File: src/rtl/apb2_master.sv
// APB2 master: accepts one command at a time, runs SETUP/ACCESS with a
// bounded wait-state timeout and returns the result through a response handshake.
module apb2_master #(
    parameter int data_width     = 32,
    parameter int addr_width     = 8,
    parameter int timeout_cycles = 16
) (
    input  logic                    pclk,
    input  logic                    preset_n,
    input  logic                    cmd_valid,
    output logic                    cmd_ready,
    input  logic                    cmd_write,
    input  logic [addr_width-1:0]   cmd_addr,
    input  logic [data_width-1:0]   cmd_wdata,
    input  logic [data_width/8-1:0] cmd_strb,
    output logic                    rsp_valid,
    input  logic                    rsp_ready,
    output logic [data_width-1:0]   rsp_rdata,
    output logic                    rsp_slverr,
    output logic                    rsp_timeout,
    output logic                    psel,
    output logic                    penable,
    output logic                    pwrite,
    output logic [addr_width-1:0]   paddr,
    output logic [data_width-1:0]   pwdata,
    output logic [data_width/8-1:0] pstrb,
    output logic [2:0]              pprot,
    input  logic [data_width-1:0]   prdata,
    input  logic                    pready,
    input  logic                    pslverr
);

    localparam logic [1:0] S_IDLE   = 2'd0;
    localparam logic [1:0] S_SETUP  = 2'd1;
    localparam logic [1:0] S_ACCESS = 2'd2;
    localparam logic [1:0] S_RESP   = 2'd3;

    // Count value on which a further pready=0 edge aborts the transfer.
    localparam logic [7:0] TO_LAST = 8'(timeout_cycles - 1);

    logic [1:0]              r_state;
    logic [7:0]              r_cnt;
    logic                    r_cmd_ready;
    logic                    r_rsp_valid;
    logic [data_width-1:0]   r_rsp_rdata;
    logic                    r_rsp_slverr;
    logic                    r_rsp_timeout;
    logic                    r_psel;
    logic                    r_penable;
    logic                    r_pwrite;
    logic [addr_width-1:0]   r_paddr;
    logic [data_width-1:0]   r_pwdata;
    logic [data_width/8-1:0] r_pstrb;

    always_ff @(posedge pclk) begin
        if (!preset_n) begin
            r_state       <= S_IDLE;
            r_cnt         <= '0;
            r_cmd_ready   <= 1'b0;
            r_rsp_valid   <= 1'b0;
            r_rsp_rdata   <= '0;
            r_rsp_slverr  <= 1'b0;
            r_rsp_timeout <= 1'b0;
            r_psel        <= 1'b0;
            r_penable     <= 1'b0;
            r_pwrite      <= 1'b0;
            r_paddr       <= '0;
            r_pwdata      <= '0;
            r_pstrb       <= '0;
        end else begin
            case (r_state)
                S_IDLE: begin
                    if (r_cmd_ready && cmd_valid) begin
                        r_cmd_ready <= 1'b0;
                        r_state     <= S_SETUP;
                        r_psel      <= 1'b1;
                        r_penable   <= 1'b0;
                        r_cnt       <= '0;
                        r_pwrite    <= cmd_write;
                        r_paddr     <= cmd_addr;
                        // Reads never expose stale write data or strobes on the bus.
                        r_pwdata    <= cmd_write ? cmd_wdata : '0;
                        r_pstrb     <= cmd_write ? cmd_strb : '0;
                    end else begin
                        r_cmd_ready <= 1'b1;
                    end
                end
                S_SETUP: begin
                    r_penable <= 1'b1;
                    r_state   <= S_ACCESS;
                end
                S_ACCESS: begin
                    if (pready) begin
                        r_psel        <= 1'b0;
                        r_penable     <= 1'b0;
                        r_rsp_valid   <= 1'b1;
                        r_rsp_slverr  <= pslverr;
                        r_rsp_timeout <= 1'b0;
                        r_rsp_rdata   <= r_pwrite ? '0 : prdata;
                        r_state       <= S_RESP;
                    end else if (r_cnt == TO_LAST) begin
                        r_psel        <= 1'b0;
                        r_penable     <= 1'b0;
                        r_rsp_valid   <= 1'b1;
                        r_rsp_slverr  <= 1'b1;
                        r_rsp_timeout <= 1'b1;
                        r_rsp_rdata   <= '0;
                        r_state       <= S_RESP;
                    end else begin
                        r_cnt <= r_cnt + 8'd1;
                    end
                end
                default: begin
                    if (rsp_ready) begin
                        r_rsp_valid <= 1'b0;
                        r_cmd_ready <= 1'b1;
                        r_state     <= S_IDLE;
                    end
                end
            endcase
        end
    end

    assign cmd_ready   = r_cmd_ready;
    assign rsp_valid   = r_rsp_valid;
    assign rsp_rdata   = r_rsp_rdata;
    assign rsp_slverr  = r_rsp_slverr;
    assign rsp_timeout = r_rsp_timeout;
    assign psel        = r_psel;
    assign penable     = r_penable;
    assign pwrite      = r_pwrite;
    assign paddr       = r_paddr;
    assign pwdata      = r_pwdata;
    assign pstrb       = r_pstrb;
    assign pprot       = 3'b000;

endmodule

File: config.mk
export PLATFORM = sky130hd
export DESIGN_NAME = apb2_master
export DESIGN_NICKNAME = d
export VERILOG_FILES = /design/src/rtl/apb2_master.sv
export SDC_FILE = /design/constraint.sdc
export NUM_CORES = 1
export LEC_CHECK = 0
export CAP_MARGIN = 0
export CORE_MARGIN = 5
export CORE_UTILIZATION = 43
export DETAILED_ROUTE_END_ITERATION = 10
export HOLD_SLACK_MARGIN = 0.08
export PLACE_DENSITY = 0.84
export SYNTH_ARGS = -nofsm -noshare
export SYNTH_HDL_FRONTEND = slang
export SYNTH_SLANG_ARGS = --single-unit
File: constraint.sdc
create_clock -name pclk -period 3.1 [get_ports pclk]
set_clock_uncertainty 0.15 [all_clocks]
set_input_delay 0.31 -clock pclk [delete_from_list [all_inputs] [get_ports pclk]]
set_output_delay 0.31 -clock pclk [all_outputs]
set_load 0.05 [all_outputs]
==> out/results.tsv, run 1 <==
stage	metric	value	unit
outcome	status	complete, no violations	
clocking	cts_buffers	9	
final_layout	fillers	604	
clocking	clk_pin_slew	0.09	ns
logic_synthesis	synth.avg_cell_area	9.222	um2
worst_setup_path	cpPeakStageDelay	0.56	ns
logic_synthesis	synth_edf_count	0	
logic_synthesis	netlist_instances	378	
sta	rsz0062_at_grt	no	
sta	worst_pin_slew	0.6968	ns
clocking	post_cts_resized	0	
route	post_drt_wl_per_cell	16.21	um
die	die_y	100.0	um
clocking	cts_setup_buffers	0	
place	place_ws	0.8778	ns
global_routing	antenna_found_initial	0	
route	drt_pass1_iterations	4	
worst_setup_path	worstPathCellList	inv_1 > ha_1 > nand2_1 > o31ai_4 > nor2_4 > a22o_1	
die	io_pins	169	
global_routing	track_usage	0.2033	
sta	fmax	0.4432	GHz
final_layout	antennaDiodeCount	0	
final_layout	nets	620	
worst_setup_path	crit_buf_inv	1	
worst_setup_path	startpoint_type	flip-flop	
worst_setup_path	reg2reg_slack	0.84	ns
power	p_leak	1.934	nW
logic_synthesis	yosysTopAreaCell	dfxtp_1	
die	start_util	0.4465	
logic_synthesis	synth_top_area_frac	0.5341	
power	p_sw_frac	0.3482	
sta	period_share	0.7279	
die	rows	32	
sta	setup_ws	0.8436	ns
route	via_per_inst	5.298	
logic_synthesis	ys_async_sr_fraction	0	
sta	drv_slew	0	
route	vias	3380	
worst_setup_path	path_class	reg2reg	
logic_synthesis	synthFlopType	dfxtp_1	
route	routed_wl	10340	um
final_layout	design_area	5424	um2
worst_setup_path	cp-end-kind	flip-flop	
route	postRouteAntennaNets	0	
power	power_frac_comb	0.341	
place	port_buffers	165	
die	core_area	7807	um2
global_routing	grt_start_max_net_pins	51	
clocking	clock_latency	0.33	ns
place	dpl.hpwl	7631	um
job	max_cap_viol_count	0	
power	powerDensity	653.8	nW/um2
sta	setup_viol	0	
clocking	cts_tree	yes	
worst_setup_path	crit_slowest_cell	nor2_4	
sta	relSlewSlack	0.5343	
place	gp_congestion	0.8169	
logic_synthesis	yosys-top-cells-area	dfxtp_1 (53%), a22o_1 (8.0%), a21oi_1 (7.8%)	
worst_setup_path	crit_fanout	32	
clocking	clockBufferDepth	2	
logic_synthesis	synth_area	3486	um2
power	power_switching	1.235	mW
global_routing	grt_pass1_wl	16660	um
die	dieArea	10010	um2
worst_setup_path	required	3.22	ns
logic_synthesis	yosys_register_bits	93	
worst_setup_path	arrival	2.38	ns
logic_synthesis	synth-warning-count	0	
logic_synthesis	yosysSeqAreaShare	0.5341	
global_routing	grt.overflow.total	0	
power	power.share.sequential	0.387	
final_layout	layout-drive-gt1-share	0.05970	
sta	tns	0	ns
clocking	htree_levels	3	
clocking	cts_hold_buf	0	
route	drc	0	
clocking	root_buffer	clkbuf_8	
power	peakVddDrop	0.3563	mV
place	dpl_cell_area	5177	um2
final_layout	area_delta_synth_final	55.60	%
sta	min_period	2.256	ns
clocking	cts_num_sinks	93	
power	internal_power	2.312	mW
route	first_iter_violations	178	
sta	hold_viol	0	
global_routing	grt_pass1_vias	3427	
logic_synthesis	synth_cell_types	47	
die	die_w	100.0	um
power	p_total	3.546	mW
power	power_frac_clock	0.272	
worst_setup_path	crit_family	simple AND/OR/NAND/NOR gates	
worst_hold_path	hold_path_class	reg2reg	
-- placed cells by master (no fill, tap or decap), types with 5 or more instances in the layout --
cell type / n
clkdlybuf4s50_1: 165
a22o_1: 32
nand2_1: 64
buf_4: 7
dfxtp_1: 93
nor2_1: 7
a21oi_1: 54
nand3_1: 40
ha_1: 5
clkbuf_8: 11
o21ai_0: 7
-- layout make-up --
class | instances | area, um2 | share of cell area
clock buffers | 11 | 151.4 | 0.02791
multi-input cells | 252 | 1469 | 0.2708
flip-flops and latches | 93 | 1862 | 0.3433
repair buffers | 172 | 1704 | 0.3142
inverters | 4 | 15.01 | 0.002768
well taps | 102 | 127.6 | 0.02353
clock inverters | 4 | 95.09 | 0.01753
-- worst register-to-register path, stage by stage, from the launching register on --
cell	delay [ns]
dfxtp_1	0.36
inv_1	0.08
ha_1	0.34
nand2_1	0.28
o31ai_4	0.18
nor2_4	0.57
a22o_1	0.24
-- registers in the layout, indices dropped and copies added, names as in the netlist, 2 cells and up --
name	cells
rsp_rdata	32
r_state	2
pwdata	32
paddr	8
r_cnt	8
pstrb	4
-- kinds of logic (layout without fill, tap and decap cells) --
kind of cell	count (synthesis)	count (layout)	synth area share
other	1	3	0.001076
flip-flops	93	93	0.5341
buffers and inverters	35	191	0.04953
AO/OA/AOI/OAI	112	112	0.2182
adder cells (fa/ha/maj)	5	5	0.01795
AND/OR/NAND/NOR	130	130	0.1734
multiplexers	2	2	0.005743
-- synth_stat cells (all sizes together), types with 2 or more instances --
cell type  number
nand3          41
o21ai           7
nor2            8
o31ai           4
or4             4
or3             2
nor4            2
dfxtp          93
inv             3
and3            2
a22o           32
buf            13
a21oi          54
mux2i           2
a31oi           2
a21boi          2
nand2          64
ha              5
clkbuf         18
-- power groups by stage --
stage	registers, mW	clock network, mW	logic [mW]
floorplan	1.74	0	0.458
global placement	1.40	0	1.19
detailed placement	1.40	0	1.21
CTS	1.37	0.992	1.21
global route	1.39	1.04	1.30
finish	1.37	0.964	1.21
-- per-stage QoR --
stage | hold slack, ns | utilization | std cells
3_3_place_gp | 0.2874 | 0.6631 | 623
2_1_floorplan | 0.2927 | - | 380
3_5_place_dp | 0.2944 | 0.6631 | 623
5_1_grt | 0.3241 | 0.6947 | 638
4_1_cts | 0.3043 | 0.6947 | 638
6_report | 0.3030 | 0.6947 | 638
-- worst paths after layout --
path                                  from            end  cells past startpoint
worst max-delay path            r_state[0]  rsp_rdata[23]                      6
worst min-delay path             pwdata[5]      pwdata[5]                      2
worst max register to register  r_state[0]  rsp_rdata[23]                      6
worst min register to register   pwdata[5]      pwdata[5]                      2
-- metal layers --
| layer | track usage | share of wire | vias to the layer above | routed length [um] |
|---|---|---|---|---|
| met1 | 0.2394 | 0.41 | 1577 | 4275 |
| met3 | 0.07575 | 0.10 | 12 | 1085 |
| met5 | 0 | 0 | - | 0 |
| li1 | - | - | 1646 | - |
| met4 | 0.06321 | 0.015 | 0 | 159 |
| met2 | 0.3443 | 0.47 | 145 | 4823 |
No activity file was read; power rests on OpenSTA's default activity.
==> run 2: changes to the inputs <==
- CORE_UTILIZATION: 43 -> 40
- PLACE_DENSITY: 0.84 -> 0.79
- clock period: 3.1 -> 2.28 ns (I/O delays scaled with it)
==> out/results.tsv, run 2 (synthesis gave the netlist of run 1 again) <==
stage	metric	value	unit	change
final_layout	layout-drive-gt1-share	0.07706		was 0.05970
place	dpl.hpwl	7621	um	was 7631 um
sta	drv_slew	0		unchanged
worst_setup_path	required	2.36	ns	was 3.22 ns
die	start_util	0.4056		was 0.4465
power	powerDensity	865.6	nW/um2	was 653.8 nW/um2
clocking	clk_pin_slew	0.09	ns	about the same
sta	worst_pin_slew	0.5609	ns	was 0.6968 ns
final_layout	multi_input_area	1483	um2	was 1469 um2
die	dieArea	10680	um2	was 10010 um2
power	p_leak	1.962	nW	was 1.934 nW
final_layout	nets	629		was 620
global_routing	antenna_found_initial	0		unchanged
sta	min_period	2.145	ns	was 2.256 ns
route	via_per_inst	5.239		was 5.298
route	drc	0		unchanged
place	port_buffers	165		unchanged
final_layout	regArea	1862	um2	unchanged
clocking	cts_hold_buf	0		unchanged
final_layout	area_delta_synth_final	57.25	%	was 55.60%
clocking	clockBufferDepth	2		unchanged
route	postRouteAntennaNets	0		unchanged
route	routed_wl	10400	um	was 10340 um
die	die_y	103.4	um	was 100.0 um
worst_setup_path	r2r_start	r_cnt[4]		was r_state[0]
die	die_w	103.4	um	was 100.0 um
sta	rsz0062_at_grt	no		unchanged
worst_setup_path	startpoint_type	flip-flop		unchanged
clocking	htree_levels	3		unchanged
power	peakVddDrop	0.4718	mV	was 0.3563 mV
worst_setup_path	arrival	2.22	ns	was 2.38 ns
final_layout	fin_util	0.6379		was 0.6947
worst_hold_path	hp-start	cmd_addr[3]		was pwdata[5]
sta	period_share	0.9408		was 0.7279
worst_hold_path	hold_path_class	in2reg		was reg2reg
global_routing	grt.overflow.total	0		unchanged
die	core_area	8593	um2	was 7807 um2
final_layout	antennaDiodeCount	0		unchanged
die	io_pins	169		unchanged
worst_setup_path	path_class	reg2reg		unchanged
final_layout	mostFrequentLayoutCell	clkdlybuf4s50_1		unchanged
route	vias	3421		was 3380
clocking	cts_buffers	9		unchanged
final_layout	finalNonFillerCells	653		was 638
die	rows	34		was 32
sta	hold_viol	0		unchanged
global_routing	grt_pass1_wl	15380	um	was 16660 um
global_routing	grt_start_max_net_pins	33		was 51
clocking	root_buffer	clkbuf_8		unchanged
job	max_cap_viol_count	0		unchanged
place	gp_congestion	0.8908		was 0.8169
clocking	cts_tree	yes		unchanged
sta	tns	0	ns	unchanged
final_layout	mostFrequentLayoutCells	clkdlybuf4s50_1 (165), dfxtp_1 (93), nand2_1 (63)		was clkdlybuf4s50_1 (165), dfxtp_1 (93), nand2_1 (64)
route	post_drt_wl_per_cell	15.92	um	was 16.21 um
outcome	status	complete, no violations		unchanged
final_layout	fillers	708		was 604
global_routing	grt_pass1_vias	3265		was 3427
worst_setup_path	cp-end-kind	flip-flop		unchanged
clocking	clock_latency	0.34	ns	was 0.33 ns
worst_setup_path	startpoint	r_cnt[4]		was r_state[0]
route	drt_pass1_iterations	4		unchanged
sta	relSlewSlack	0.6221		was 0.5343
sta	setup_viol	0		unchanged
worst_setup_path	crit_fanout	16		was 32
clocking	cts_num_sinks	93		unchanged
route	first_iter_violations	155		was 178
global_routing	track_usage	0.1802		was 0.2033
sta	fmax	0.4662	GHz	was 0.4432 GHz
place	dp.cells	635		was 623
[run 2: worst max-delay path, cell delays in order, from the launching register on]
cell and delay [ns]:
dfxtp_1 0.37, or4_4 0.59, o31ai_4 0.52, nor2_4 0.18
a22o_1 0.23
[run 2: per-stage QoR]
step                instance area [um2]  hold WS (ns)  setup WS [ns]  total power [mW]
floorplan                          3493        0.2107         0.2500             2.983
global placement                   5243        0.2866         0.1997             3.561
detailed placement                 5243        0.2948         0.1071             3.595
CTS                                5453        0.2636        0.07316             4.771
global route                       5482        0.2779        0.01963             4.986
finish                             5482        0.2811         0.1350             4.745
[run 2: path summary, 6_finish.rpt]
check	to	slack (ns)	depth (start not counted)
setup reg to reg	rsp_rdata[19]	0.14	4
setup / recovery	rsp_rdata[19]	0.14	4
hold reg to reg	pstrb[3]	0.30	2
hold / removal	paddr[3]	0.28	3
[run 2: layout make-up]
class	count	area share
sequential	93	0.3396
inverter	4	0.002739
clock inverter	6	0.01575
clock buffer	9	0.02260
multi-input combinational	253	0.2705
timing repair buffer	180	0.3241
tap	108	0.02465
[run 2: power by group]
part           leakage, nW  internal [mW]  switching (mW)  total, mW
Combinational         1.10          0.632            1.07       1.70
Sequential           0.752           1.77          0.0945       1.87
Clock                0.105          0.612           0.560       1.17
Total                 1.96           3.02            1.73       4.74
[run 2: what timing repair did]
action                     CTS  global route
hold endpoints to repair     0             0
resized for setup            0             2
setup buffers                0             2
setup endpoints to repair    0            33
[run 2: per-layer routing]
metal / track usage / up-vias / routed length [um]
li1: - / 1663 / -
met1: 0.2237 / 1612 / 4322
met2: 0.2912 / 137 / 4957
met3: 0.06304 / 9 / 1009
met4: 0.06175 / 0 / 110
met5: 0 / - / 0
==> run 3: changes to the inputs <==
- CORE_UTILIZATION: 40 -> 35
- PLACE_DENSITY: 0.79 -> 0.71
- RECOVER_POWER: default -> 50
==> out/results.tsv, run 3 (synthesis gave the netlist of run 1 again) <==
stage	metric	value	unit	change
die	dieArea	12050	um2	was 10680 um2
route	first_iter_violations	212		was 155
die	core_area	9729	um2	was 8593 um2
power	peakVddDrop	0.4228	mV	was 0.4718 mV
worst_hold_path	hp-start	cmd_addr[0]		was cmd_addr[3]
worst_setup_path	arrival	2.25	ns	was 2.22 ns
final_layout	mostFrequentLayoutCell	clkdlybuf4s50_1		unchanged
clocking	cts_hold_buf	0		unchanged
worst_setup_path	r2r-end	rsp_rdata[27]		was rsp_rdata[19]
final_layout	mostFrequentLayoutCells	clkdlybuf4s50_1 (121), dfxtp_1 (93), nand2_1 (63)		was clkdlybuf4s50_1 (165), dfxtp_1 (93), nand2_1 (63)
worst_setup_path	cp-end-kind	flip-flop		unchanged
route	vias	3388		was 3421
final_layout	antennaDiodeCount	0		unchanged
place	dp.cells	659		was 635
clocking	htree_levels	3		unchanged
sta	tns	0	ns	unchanged
worst_setup_path	crit_fanout	16		unchanged
worst_hold_path	min_to	paddr[0]		was paddr[3]
route	routed_wl	10490	um	was 10400 um
route	postRouteAntennaNets	0		unchanged
place	gp_congestion	0.8207		was 0.8908
route	drc	0		unchanged
power	p_total	4.697	mW	was 4.745 mW
worst_hold_path	hold_path_class	in2reg		unchanged
worst_setup_path	startpoint	r_cnt[4]		unchanged
final_layout	fillers	859		was 708
final_layout	nets	627		was 629
sta	setup_viol	0		unchanged
outcome	status	complete, no violations		unchanged
worst_setup_path	crit_family	simple AND/OR/NAND/NOR gates		unchanged
clocking	root_buffer	clkbuf_8		unchanged
route	via_per_inst	5.012		was 5.239
worst_setup_path	r2r_start	r_cnt[4]		unchanged
sta	drv_slew	0		unchanged
clocking	clk_pin_slew	0.09	ns	about the same
sta	fmax	0.4622	GHz	was 0.4662 GHz
final_layout	area_delta_synth_final	57.29	%	was 57.25%
route	drt_pass1_iterations	4		unchanged
worst_setup_path	cpPeakStageDelay	0.58	ns	was 0.59 ns
sta	relSlewSlack	0.6302		was 0.6221
place	port_buffers	165		unchanged
die	die_y	109.8	um	was 103.4 um
global_routing	grt.overflow.total	0		unchanged
worst_setup_path	startpoint_type	flip-flop		unchanged
worst_setup_path	reg2reg_slack	0.12	ns	was 0.14 ns
sta	period_share	0.9489		was 0.9408
global_routing	grt_pass1_vias	3216		was 3265
worst_setup_path	required	2.37	ns	was 2.36 ns
global_routing	track_usage	0.1657		was 0.1802
sta	rsz0062_at_grt	no		unchanged
sta	min_period	2.164	ns	was 2.145 ns
sta	hold_ws	0.2702	ns	was 0.2811 ns
clocking	clock_latency	0.35	ns	was 0.34 ns
worst_setup_path	worstRegToRegCells	4		unchanged
die	rows	36		was 34
final_layout	design_area	5483	um2	was 5482 um2
clocking	cts_buffers	9		unchanged
sta	hold_viol	0		unchanged
job	max_cap_viol_count	0		unchanged
global_routing	grt_pass1_wl	15700	um	was 15380 um
die	io_pins	169		unchanged
clocking	clockBufferDepth	2		unchanged
place	dpl_cell_area	5266	um2	was 5243 um2
power	p_leak	2.097	nW	was 1.962 nW
worst_setup_path	crit_slowest_cell	or4_4		unchanged
clocking	cts_num_sinks	93		unchanged
die	start_util	0.3583		was 0.4056
final_layout	finalNonFillerCells	676		was 653
die	die_w	109.8	um	was 103.4 um
global_routing	grt_start_max_net_pins	38		was 33
place	dpl.hpwl	7588	um	was 7621 um
worst_hold_path	hold_depth	3		unchanged
power	powerDensity	856.8	nW/um2	was 865.6 nW/um2
worst_setup_path	worstPathCellList	or4_4 > o31ai_4 > nor2_4 > a22o_1		unchanged
final_layout	layout-drive-gt1-share	0.06998		was 0.07706
clocking	cts_tree	yes		unchanged
worst_setup_path	crit_buf_inv	0		unchanged
route	post_drt_wl_per_cell	15.52	um	was 15.92 um
sta	worst_pin_slew	0.5488	ns	was 0.5609 ns
global_routing	antenna_found_initial	0		unchanged
worst_setup_path	path_class	reg2reg		unchanged
run 3: metal layers:
metal  vias up  GRT usage  routed length [um]
li1       1661          -                   -
met1      1568     0.2000                4380
met2       138     0.2487                4627
met3        21    0.07927                1194
met4         0    0.07480                 286
met5         -          0                   0
run 3: worst max-delay path by stage:
stage,to,cells after the start
global route,rsp_rdata[17],5
detailed placement,rsp_rdata[0],6
finish,rsp_rdata[27],4
CTS,rsp_rdata[27],6
floorplan,r_cnt[6],7
global placement,rsp_rdata[20],6
run 3: worst reg2reg max path: stages (launching register included):
cell and delay (ns):
dfxtp_1 0.37, or4_4 0.59, o31ai_4 0.51, nor2_4 0.20, a22o_1 0.24
run 3: where the power goes:
| group | total [mW] | switching (mW) | internal [mW] |
|---|---|---|---|
| Sequential | 1.86 | 0.0905 | 1.77 |
| Clock | 1.17 | 0.552 | 0.613 |
| Combinational | 1.67 | 1.07 | 0.596 |
| Total | 4.70 | 1.72 | 2.98 |
run 3: area by class of cell:
| type | instances | area, um2 | share of cell area |
|---|---|---|---|
| sequential | 93 | 1862 | 0.3396 |
| inverter | 4 | 15.01 | 0.002738 |
| timing repair buffer | 178 | 1754 | 0.3199 |
| clock inverter | 4 | 73.82 | 0.01346 |
| multi-input combinational | 253 | 1480 | 0.2700 |
| tap | 133 | 166.4 | 0.03035 |
| clock buffer | 11 | 131.4 | 0.02396 |
run 3: through the flow:
step | util | worst slack, ns
5_1_grt | 0.5635 | 0.02584
3_5_place_dp | 0.5413 | 0.08140
4_1_cts | 0.5624 | 0.05565
3_3_place_gp | 0.5413 | 0.1983
6_report | 0.5635 | 0.1165
2_1_floorplan | - | 0.2500
run 3: what timing repair did:
| item | CTS | global route |
|---|---|---|
| setup endpoints to repair | 0 | 32 |
| setup buffers | 0 | 1 |
| resized for setup | 0 | 3 |
